**config.mk**
```make
export PLATFORM = sky130hd
export DESIGN_NAME = oldland_memory
export DESIGN_NICKNAME = d
export VERILOG_FILES = /design/src/rtl/oldland_memory_pkg.sv /design/src/rtl/oldland_mem_lane.sv /design/src/rtl/oldland_memory.sv
export SDC_FILE = /design/constraint.sdc
export NUM_CORES = 1
export LEC_CHECK = 0
export ABC_AREA = 1
export BUFFER_PORTS_ARGS = -buffer_cell sky130_fd_sc_hd__buf_2
export CAP_MARGIN = 30
export CELL_PAD_IN_SITES_DETAIL_PLACEMENT = 1
export CELL_PAD_IN_SITES_GLOBAL_PLACEMENT = 2
export CORE_ASPECT_RATIO = 0.6
export CORE_MARGIN = 3
export CORE_UTILIZATION = 23
export DETAILED_ROUTE_END_ITERATION = 10
export HOLD_SLACK_MARGIN = 0.06
export PLACE_DENSITY = 0.83
export SYNTH_ARGS = -nofsm -noshare
export SYNTH_HDL_FRONTEND = slang
export SYNTH_HIERARCHICAL = 1
export SYNTH_SLANG_ARGS = --single-unit
```
**constraint.sdc**
```tcl
create_clock -name clk -period 2.1 [get_ports clk]
set_input_delay 0.21 -clock clk [delete_from_list [all_inputs] [get_ports clk]]
set_output_delay 0.21 -clock clk [all_outputs]
set_load 0.01 [all_outputs]
```
**src/rtl/oldland_memory_pkg.sv**
```systemverilog
// Shared Oldland memory-stage definitions: access widths,
// FSM states and the latched transaction record.
package oldland_memory_pkg;

    localparam logic [1:0] MEM_WIDTH_BYTE = 2'b00;
    localparam logic [1:0] MEM_WIDTH_HALF = 2'b01;
    localparam logic [1:0] MEM_WIDTH_WORD = 2'b10;

    typedef enum logic {
        S_IDLE,
        S_WAIT
    } mem_state_t;

    typedef struct packed {
        logic [1:0] offset;
        logic [1:0] width;
        logic       load;
        logic [2:0] rd_sel;
        logic       wr_result;
    } mem_txn_t;

endpackage

```
**src/rtl/oldland_mem_lane.sv**
```systemverilog
// Little-endian lane steering: byte enables, store replication
// and zero-extended load extraction.
module oldland_mem_lane
    import oldland_memory_pkg::*;
(
    input  logic [1:0]  offset,
    input  logic [1:0]  width,
    input  logic [31:0] store_val,
    input  logic [31:0] bus_data,
    output logic [3:0]  bytesel,
    output logic [31:0] bus_wr_val,
    output logic [31:0] load_val
);

    logic [7:0]  byte_lane;
    logic [15:0] half_lane;

    always_comb begin
        byte_lane = bus_data[7:0];
        case (offset)
            2'd0: byte_lane = bus_data[7:0];
            2'd1: byte_lane = bus_data[15:8];
            2'd2: byte_lane = bus_data[23:16];
            2'd3: byte_lane = bus_data[31:24];
            default: byte_lane = bus_data[7:0];
        endcase
        half_lane = offset[1] ? bus_data[31:16] : bus_data[15:0];
    end

    // Width 2'b11 falls into the word default.
    always_comb begin
        bytesel    = 4'b1111;
        bus_wr_val = store_val;
        load_val   = bus_data;
        case (width)
            MEM_WIDTH_BYTE: begin
                bytesel    = 4'b0001 << offset;
                bus_wr_val = {4{store_val[7:0]}};
                load_val   = {24'd0, byte_lane};
            end
            MEM_WIDTH_HALF: begin
                bytesel    = offset[1] ? 4'b1100 : 4'b0011;
                bus_wr_val = {2{store_val[15:0]}};
                load_val   = {16'd0, half_lane};
            end
            default: begin
                bytesel    = 4'b1111;
                bus_wr_val = store_val;
                load_val   = bus_data;
            end
        endcase
    end

endmodule

```
**src/rtl/oldland_memory.sv**
```systemverilog
// Oldland memory-access stage: bus request/ack FSM with timeout,
// upstream stall and writeback registers.
module oldland_memory
    import oldland_memory_pkg::*;
#(
    parameter int TIMEOUT_CYCLES = 255
) (
    input  logic        clk,
    input  logic        rst_n,
    input  logic [31:0] alu_out,
    input  logic        mem_load,
    input  logic        mem_store,
    input  logic [1:0]  mem_width,
    input  logic [31:0] wr_val,
    input  logic        wr_result,
    input  logic [2:0]  rd_sel,
    output logic [31:0] d_addr,
    output logic [3:0]  d_bytesel,
    output logic        d_wr_en,
    output logic [31:0] d_wr_val,
    output logic        d_access,
    input  logic [31:0] d_data,
    input  logic        d_ack,
    output logic [31:0] reg_wr_val,
    output logic        update_rd,
    output logic [2:0]  rd_sel_out,
    output logic        stall,
    output logic        bus_error
);

    localparam int CW = (TIMEOUT_CYCLES > 1) ? $clog2(TIMEOUT_CYCLES) : 1;
    localparam logic [CW-1:0] LAST =
        CW'((TIMEOUT_CYCLES > 0) ? TIMEOUT_CYCLES - 1 : 0);

    mem_state_t  state;
    mem_txn_t    txn;
    logic [CW-1:0] count;

    logic        mem_req;
    logic        timed_out;
    logic [1:0]  lane_offset;
    logic [1:0]  lane_width;
    logic [3:0]  lane_bytesel;
    logic [31:0] lane_wr_val;
    logic [31:0] lane_load;

    assign mem_req   = mem_load | mem_store;
    assign timed_out = (TIMEOUT_CYCLES != 0) && (state == S_WAIT)
                       && !d_ack && (count == LAST);

    always_comb begin
        stall = 1'b0;
        if (rst_n) begin
            if (state == S_IDLE) stall = mem_req;
            else stall = !d_ack && !timed_out;
        end
    end

    // Request lanes come from execute; load lanes from the latched access.
    assign lane_offset = (state == S_IDLE) ? alu_out[1:0] : txn.offset;
    assign lane_width  = (state == S_IDLE) ? mem_width : txn.width;

    oldland_mem_lane u_lane (
        .offset     (lane_offset),
        .width      (lane_width),
        .store_val  (wr_val),
        .bus_data   (d_data),
        .bytesel    (lane_bytesel),
        .bus_wr_val (lane_wr_val),
        .load_val   (lane_load)
    );

    always_ff @(posedge clk) begin
        if (!rst_n) begin
            state      <= S_IDLE;
            txn        <= '0;
            count      <= '0;
            d_addr     <= '0;
            d_bytesel  <= '0;
            d_wr_en    <= 1'b0;
            d_wr_val   <= '0;
            d_access   <= 1'b0;
            reg_wr_val <= '0;
            update_rd  <= 1'b0;
            rd_sel_out <= '0;
            bus_error  <= 1'b0;
        end else begin
            bus_error <= 1'b0;
            unique case (state)
                S_IDLE: begin
                    if (mem_req) begin
                        state     <= S_WAIT;
                        count     <= '0;
                        d_access  <= 1'b1;
                        d_addr    <= {alu_out[31:2], 2'b00};
                        d_wr_en   <= mem_store;
                        d_bytesel <= lane_bytesel;
                        d_wr_val  <= lane_wr_val;
                        update_rd <= 1'b0;
                        txn       <= '{offset:    alu_out[1:0],
                                       width:     mem_width,
                                       load:      !mem_store,
                                       rd_sel:    rd_sel,
                                       wr_result: wr_result};
                    end else begin
                        reg_wr_val <= wr_val;
                        update_rd  <= wr_result;
                        rd_sel_out <= rd_sel;
                    end
                end
                S_WAIT: begin
                    if (d_ack) begin
                        state    <= S_IDLE;
                        d_access <= 1'b0;
                        d_wr_en  <= 1'b0;
                        if (txn.load) begin
                            reg_wr_val <= lane_load;
                            update_rd  <= txn.wr_result;
                            rd_sel_out <= txn.rd_sel;
                        end else begin
                            update_rd <= 1'b0;
                        end
                    end else if (timed_out) begin
                        state     <= S_IDLE;
                        d_access  <= 1'b0;
                        d_wr_en   <= 1'b0;
                        bus_error <= 1'b1;
                        update_rd <= 1'b0;
                    end else begin
                        count <= count + 1'b1;
                    end
                end
            endcase
        end
    end

endmodule

```
---- Yosys cells after proc, flatten, opt, wreduce, memory -nomap -nowiden ----
Index checks and enable logic that the tools add are counted.
word-level totals
  memories ................................ 0
  word-level logic and storage cells ...... 83
  input bits .............................. 107
  latch bits .............................. 0
  register bits after elaboration ......... 123
  bits in writable memories ............... 0
  bits in read-only memories .............. 0
cells by class
  add/subtract/negate cells ............... 1
  magnitude comparators ................... 0
  bitwise operators ....................... 3
  div/mod/pow operators ................... 0
  multiply operators ...................... 0
  muxes and demuxes ....................... 37
  equal/unequal tests ..................... 12
  shifts and indexed selects .............. 1
  reductions and logical operators ........ 13
operator list
  operator                                                           count
  32-bit case mux with 2 select lines                                3
  32-bit two-way mux                                                 3
  8-bit case mux with 4 select lines                                 1
  8-bit two-way mux                                                  3
  16-bit two-way mux                                                 1
  8-bit case mux with 2 select lines                                 1
  1-bit two-way mux                                                  13
  2-bit != test, second input constant                               5
  3-bit two-way mux                                                  3
  8-bit by 1-bit adder with 8-bit output, second input constant      1
  8-bit == test, second input constant                               1
  1-bit case mux with 2 select lines                                 4
  4-bit case mux with 2 select lines                                 1
  3-bit case mux with 2 select lines                                 1
  3-bit AND reduction                                                2
  2-bit by 1-bit == test with 1-bit output, second input constant    2
  2-bit == test, second input constant                               2
  2-bit logical NOT                                                  2
  2-bit two-way mux                                                  2
  4-bit two-way mux                                                  1
  2-bit AND reduction                                                2
  1-bit by 2-bit left shift with 4-bit output, first input constant  1
  1-bit logical AND                                                  3
  1-bit logical NOT                                                  3
  other kinds (5)                                                    6

---- Logic depth before layout (Yosys ltp) ----
Gate-level depths: netlist of run 1.
  depth in word-level cells ............... 7
  gate-level depth with buffers ........... 14
  gate-level depth less buffers ........... 11

---- By module ----
Netlist of run 1, hierarchy kept.
modules (own cells, without submodules)
  module            cells each  instances  area an instance (um^2)
  oldland_memory    624         1          4723.3
  oldland_mem_lane  239         1          1072.3

---- Worst setup path before layout of run 1 ----
OpenSTA, ideal clock, no wires.
  path type ............................... register to register
  start ................................... reg state
  end ..................................... reg reg_wr_val[1]
  period minus slack after synthesis ...... 2.068 ns
  data required time ...................... 2.026 ns
  stages on the path, launching flop included .. 11
  data arrival time ....................... 1.994 ns
  path slack .............................. 0.032 ns
  path through ............................ dfxtp_1 -> inv_2 -> buf_2 -> buf_2 -> o21ai_0 -> nor2_2 -> nor2_8 -> nand2_1 -> nand3_1 -> nand2_1 -> a31oi_1
RTL lines
  item                                                                           line                    source
  from (decl)                                                                    oldland_memory.sv:35    mem_state_t state;
  from (signal assigned)                                                         oldland_memory.sv:75    state <= S_IDLE;
  from (signal assigned)                                                         oldland_memory.sv:92    state <= S_WAIT;
  from (signal assigned)                                                         oldland_memory.sv:113   state <= S_IDLE;
  2-bit two-way mux *                                                            oldland_memory.sv:61    assign lane_width = (state == S_IDLE) ? mem_width : txn.width;
  net lane_width[0]                                                              oldland_memory.sv:42    logic [1:0] lane_width;
  2-bit by 1-bit == test with 1-bit output or 2-bit logical NOT (tied branches)  oldland_mem_lane.sv:35  case (width)
  32-bit case mux with 2 select lines *                                          oldland_mem_lane.sv:35
  net lane_load[1]                                                               oldland_memory.sv:45    logic [31:0] lane_load;
  32-bit two-way mux *                                                           oldland_memory.sv:116   if (txn.load) begin
  32-bit two-way mux *                                                           oldland_memory.sv:112   if (d_ack) begin
  32-bit case mux with 2 select lines *                                          oldland_memory.sv:89    unique case (state)
  to (signal assigned)                                                           oldland_memory.sv:106   reg_wr_val <= wr_val;
  to (signal assigned)                                                           oldland_memory.sv:117   reg_wr_val <= lane_load;
  to (decl)                                                                      oldland_memory.sv:24    output logic [31:0] reg_wr_val,
Mark *: on every way through the listed nets, which the timed path passes. The rest lies on a longest branch. The select of a mux whose other input is x is not followed.
A chain may end at the register's enable or synchronous reset.

---- Worst setup path after layout of run 1 ----
  start ................................... reg count[0]
  end ..................................... out stall
on the way
  word-level cells in the longest chain between the ends .. 6
ends and longest elaborated chain
  item                    line                   source
  from (decl)             oldland_memory.sv:37   logic [CW-1:0] count;
  from (signal assigned)  oldland_memory.sv:130  count <= count + 1'b1;
  8-bit == test           oldland_memory.sv:49   && !d_ack && (count == LAST);
  1-bit logical AND       oldland_memory.sv:49
  1-bit logical NOT       oldland_memory.sv:55   else stall = !d_ack && !timed_out;
  1-bit logical AND       oldland_memory.sv:55
  1-bit two-way mux       oldland_memory.sv:54   if (state == S_IDLE) stall = mem_req;
  1-bit two-way mux       oldland_memory.sv:53   if (rst_n) begin
  to (decl)               oldland_memory.sv:27   output logic stall,
Every way passes these cells.

==> reports/metrics.cfg, run 1 <==
[final_layout]
drive_gt1_frac=0.2571
antenna-diode-count=0
multi_input_area_um2=2801
design_area_um2=8065
syn_to_final_growth_pct=39.16
fillCellCount=3149
regArea_um2=2462
final_nets=1189
final-instance-count-excl-fill=1415

[cts]
cts_tree=built
cts_max_level=4
clockRootBuffer=clkbuf_16
clk_pin_slew_ps=60
clock_sinks=123
cts_setup_buffers=0
clock_tree.buffer_depth=2
worstSkewPairLatency_ps=430
cts_buffers=17

[route]
dr.pass1.iters=5
drt-initial-drc-count=431
postRouteAntennaNets=0
finalWirelength_um=26180
wire_per_inst_um=18.50
vias=6426
viasPerCell=4.541
drc_errors=0

[timing]
relSlewSlack=0.6625
setup_viol=0
hold_viol_final=0
finalCriticalPeriod_ps=1948
fin_crit_sh=0.9277
tightest_slew_ps=506.3
finalMaxSlewViolations=0
rsz0062_at_grt=false
timing.hold.ws_ps=69.35
fmax_mhz=513.3
finalClockSkew_ps=9.559

[yosys]
synth.mux.area_fraction=0
synth-xor-area-share=0
yosysUniqueCellTypes=29
synth_compound_area_frac=0.1615
synth_cells=863
synth_area_leader_cell=dfxtp_1
synth_top_area_share=0.4249
avgSynthCellArea_um2=6.716
yosys.area_share.simple=0.3117
yosysWarningCount=6
synth-seq-area-share=0.4249
synth_fa_ha_area_frac=0.004318
synth.most_common_cell=nand2_1
syn_area_um2=5796
async_reset_ff_frac=0
yosys_most_used_dff=dfxtp_1
synth.area.top_cells=dfxtp_1, nand2_1, o21ai_0
ys_seq_elements=123
synth_common_cells=nand2_1, nor2_1, dfxtp_1
synth_top_family_by_area=simple AND/OR/NAND/NOR gates
synth_edf_count=0

[critical_path]
startpoint_type=register
crit_fanout=7
worstSetupPathType=register to output pin
crit_path_end_kind=output pin
arrival_ps=1740
path_cells=inv_1 > ha_1 > nand2_1 > nor2_1 > nand2_2 > nand2_4 > a21oi_1 > buf_2
cpMaxStageDelayCell=dfxtp_1
slowest_delay_ps=370
required_ps=1890

[power]
p_per_area_nw_per_um2=907.1
p_leak_nw=3.989
ir_worst_vdd_uv=407.4

[global_routing]
grt_start_max_net_pins=71
overflow=0
track_usage=0.1900
grt_pass1_wl_um=39030
grt_pass1_vias=6454
grt_antenna_before_repair=0

[floorplanning]
num_rows=44
dieHeight_um=129.0
chipWidth_um=210.9
io_pins=215
initial_utilization=0.2366
core_area_um2=24500
dieArea_um2=27200

[run]
cap_violations=0

[run_status]
status=finished, final reports clean

[hold_path]
worst_hold_path_type=primary input to register

[place]
placed_area_um2=7062
hpwl_um=19460
routabilityCongestion=0.8218
place_inst=1347
io_buffers=212

[power breakdown]
part           switching [mW]  total (mW)  internal (mW)
combinational           0.966        1.50          0.532
sequential              0.115        2.66           2.55
clock                    1.13        3.16           2.03
[area by class of cell]
cell class,count,area share
clock buffer,23,0.06174
clock inverter,9,0.01675
inverter,44,0.02110
multi-input combinational,630,0.3473
sequential,123,0.3053
tap,322,0.04995
timing repair buffer,264,0.1978
[critical path: cells and delay by family (launching register included)]
| kind | cells | cell delay [ps] |
|---|---|---|
| compound gates | 1 | 180 |
| simple gates | 4 | 320 |
| flops | 1 | 370 |
| buf+inv | 2 | 230 |
| fa+ha+maj | 1 | 190 |
[path summary, 6_finish.rpt]
path,startpoint,endpoint,slack [ps],cells past startpoint
worst min register to register,txn[1]$_SDFFE_PN0P_,txn[1]$_SDFFE_PN0P_,450,2
worst max register to register,state$_SDFF_PN0_,reg_wr_val[7]$_SDFFE_PN0P_,230,11
worst min-delay path,alu_out[25],d_addr[25]$_SDFFE_PN0P_,70,3
worst max-delay path,count[0]$_SDFFE_PN0P_,stall,150,8
[layout by cell type (no fill, tap or decap), drive strengths merged]
cell,count
a21oi,12
clkinvlp,3
dlygate4sd3,36
ha,2
conb,2
or2,1
o21ai,121
clkinv,3
dfxtp,123
buf,228
inv,44
nand2,272
clkbuf,23
nand4,1
o211ai,5
nor2,148
bufinv,3
a31oi,36
nand3,28
nor4,1
o31ai,1
[layer usage]
metal	part of all wire	vias to the layer above	track usage
met3	0.058	23	0.04362
met1	0.53	3009	0.2850
met4	0.012	0	0.05035
li1	-	3199	-
met2	0.40	195	0.2711
met5	0	-	0
[through the flow]
stage	utilization	power, mW	setup TNS (ps)	setup WS, ps
after floorplan	-	3.513	0	32.08
after global placement	0.2880	4.127	-7.447	-7.447
after detailed placement	0.2883	4.152	0	170.8
after CTS	0.3288	7.392	0	97.62
after global routing	0.3292	7.689	0	12.96
final	0.3292	7.316	0	151.8
[flip-flops by register name, indices dropped and copies added (netlist names)]
name and cells:
count 8, d_wr_val 32, state 1, d_access 1, reg_wr_val 32, update_rd 1
rd_sel_out 3, bus_error 1, txn 9, d_wr_en 1, d_addr 30, d_bytesel 4
[cells by family after synthesis]
group / Yosys count
adder cells (fa/ha/maj): 2
other: 1
flip-flops: 123
AO/OA/AOI/OAI: 175
buffers and inverters: 111
AND/OR/NAND/NOR: 451
[what timing repair did]
item | 4_1_cts | 5_1_grt
endpoints found under the hold margin | 37 | 0
gates resized for setup | 0 | 5
hold buffers | 36 | 0
setup endpoints to repair | 0 | 16
Power figures use the tool's default switching activity.
==> run 2: changes to the inputs <==
CORE_MARGIN = not set   (was 3)
CORE_UTILIZATION = 25   (was 23)
PLACE_DENSITY = not set   (was 0.83)
PLACE_DENSITY_LB_ADDON = 0.1   (was not set)
clock period = 2.2 ns   (was 2.1 ns; I/O delays follow)
==> run 2 against run 1 <==
  * Clock skew fell by 1.1 ps
  * Via count down 0.79%
  * Non-clock buffer count is 3 lower
  * Die area decreased by 12%
  * Flip-flop and latch count unchanged
  * Design area fell by 1.1%
  * Wire length shrank 3.9%
  * Count of clock-buffer cells in the layout fell by 2
  * Core utilization is 2.7 points higher
  * Combinational power down 7%
  * Clock power shrank 9.5%
  * Largest power group unchanged
==> reports/metrics.cfg, run 2 (synthesis results as in run 1) <==
[floorplanning]
io_pins=215  ; unchanged
dieArea_um2=23820  ; -12%
num_rows=42  ; -4.5%
core_area_um2=22390  ; -8.6%
dieHeight_um=119.9  ; -7.0%
chipWidth_um=198.6  ; -5.9%
initial_utilization=0.2589  ; +0.02232

[global_routing]
grt_pass1_vias=6264  ; -2.9%
grt_start_max_net_pins=64  ; -9.9%
track_usage=0.2180  ; +0.02803
overflow=0  ; unchanged
grt_antenna_before_repair=5  ; +5
grt_pass1_wl_um=38330  ; -1.8%

[critical_path]
cpLargestDelayFamily=buffers and inverters
path_cells=dlygate4sd3_1 > buf_2 > o21ai_4 > a21oi_1 > buf_2
arrival_ps=1870  ; +130 ps
slowest_delay_ps=570  ; +200 ps
cpMaxStageDelayCell=o21ai_4
rr_startpoint=state$_SDFF_PN0_
crit_fanout=20  ; +13
startpoint_type=primary input
rr_worst_depth=7  ; -4
r2r_slack_ps=240  ; about the same
cp_num_buf_inv=3  ; +1
crit_path_end_kind=output pin
crit_start=mem_store
critPathCapture=stall
crit_cells=5  ; -3
worstSetupPathType=primary input to output pin
r2r-end=d_bytesel[0]$_SDFFE_PN0P_
crit_top_cell=buf_2
required_ps=1980  ; +90 ps

[place]
hpwl_um=18920  ; -2.8%
routabilityCongestion=0.7898  ; -3.9%
io_buffers=212  ; unchanged
placed_area_um2=7052  ; -0.14%

[timing]
finalCriticalPeriod_ps=2089
relSlewSlack=0.5397  ; -0.1228
fmax_mhz=478.6
rsz0062_at_grt=false
tightest_slew_ps=687.8  ; +181.6 ps
finalClockSkew_ps=8.501  ; -1.058 ps
setup-tns-final_ps=0  ; unchanged
fin_crit_sh=0.9497
setup_viol=0  ; unchanged
hold_viol_final=0  ; unchanged
finalMaxSlewViolations=0  ; unchanged

[route]
wire_per_inst_um=18.03  ; -2.6%
viasPerCell=4.567  ; +0.56%
vias=6375  ; -0.79%
finalWirelength_um=25170  ; -3.9%
drt-initial-drc-count=349  ; -19%
drc_errors=0  ; unchanged
dr.pass1.iters=4  ; -1
postRouteAntennaNets=0  ; unchanged

[cts]
clock_sinks=123  ; unchanged
cts_setup_buffers=0  ; unchanged
cts_buffers=17  ; unchanged
cts_tree=built
clock_tree.buffer_depth=2  ; unchanged
worstSkewPairLatency_ps=430  ; about the same
clk_pin_slew_ps=60  ; about the same
clockRootBuffer=clkbuf_16
cts_max_level=4  ; unchanged

[final_layout]
design_area_um2=7975  ; -1.1%
final_nets=1186  ; -0.25%
mostFrequentLayoutCell=nand2_1
drive_gt1_frac=0.2530  ; -0.004101
layout_common_cells=nand2_1, buf_2, nor2_1
reg_top3=d_wr_val (32), reg_wr_val (32), d_addr (30)
syn_to_final_growth_pct=37.61

[run_status]
status=finished, final reports clean

[run]
cap_violations=0  ; unchanged

[power]
ir_worst_vdd_uv=497.3  ; +22%
p_per_area_nw_per_um2=853.1  ; -6.0%
p_leak_nw=3.955  ; -0.85%

[hold_path]
worst_hold_path_type=primary input to register
min_from=alu_out[14]

run 2: timing repair:
item / 4_1_cts / 5_1_grt
setup endpoints to repair: 0 / 0
gates resized for setup: 0 / 0
hold endpoints to repair: 35 / 0
hold buffers: 34 / 0
run 2: report_power, final:
group | leakage [nW] | switching [mW] | total [mW] | internal, mW
Sequential | 1.02 | 0.116 | 2.55 | 2.43
Clock | 0.281 | 1.05 | 2.86 | 1.81
Combinational | 2.66 | 0.891 | 1.39 | 0.502
run 2: how the worst min path moves through the flow:
stage | to | slack (ps) | cells after the start
after floorplan | bus_error$_SDFF_PP0_ | 300 | 1
after global placement | txn[2]$_SDFFE_PN0P_ | 440 | 2
after detailed placement | txn[1]$_SDFFE_PN0P_ | 440 | 2
after CTS | txn[5]$_SDFFE_PN0P_ | 60 | 3
after global routing | txn[3]$_SDFFE_PN0P_ | 80 | 3
final | d_addr[14]$_SDFFE_PN0P_ | 80 | 3
run 2: tightest hold or removal path: stages:
cell	delay [ps]
buf_2	70
o21ai_0	70
nor2_1	100
run 2: layout make-up:
class	count	area, um2
antenna	1	2.502
clock inverter	8	120.1
tap	308	385.4
clock buffer	21	460.4
inverter	44	170.2
multi-input combinational	630	2798
timing repair buffer	261	1577
sequential	123	2462
fill	2909	14410
run 2: per-layer routing:
metal	track usage	share of wire	routed length, um
met5	0	0.00091	23
met4	0.05481	0.0085	215
met1	0.3387	0.53	13400
met2	0.2834	0.39	9699
met3	0.06183	0.073	1826
run 2: stage by stage:
stage / utilization / cells / setup WS [ps] / total power, mW / hold slack [ps]
3_3_place_gp: 0.3150 / 1332 / 285.3 / 3.941 / 436.1
5_1_grt: 0.3561 / 1395 / 3.071 / 7.164 / 81.25
2_1_floorplan: - / 864 / 132.1 / 3.354 / 298.7
6_report: 0.3562 / 1396 / 110.6 / 6.804 / 78.61
4_1_cts: 0.3561 / 1395 / 94.12 / 6.900 / 61.51
3_5_place_dp: 0.3150 / 1332 / 265.3 / 3.946 / 442.2
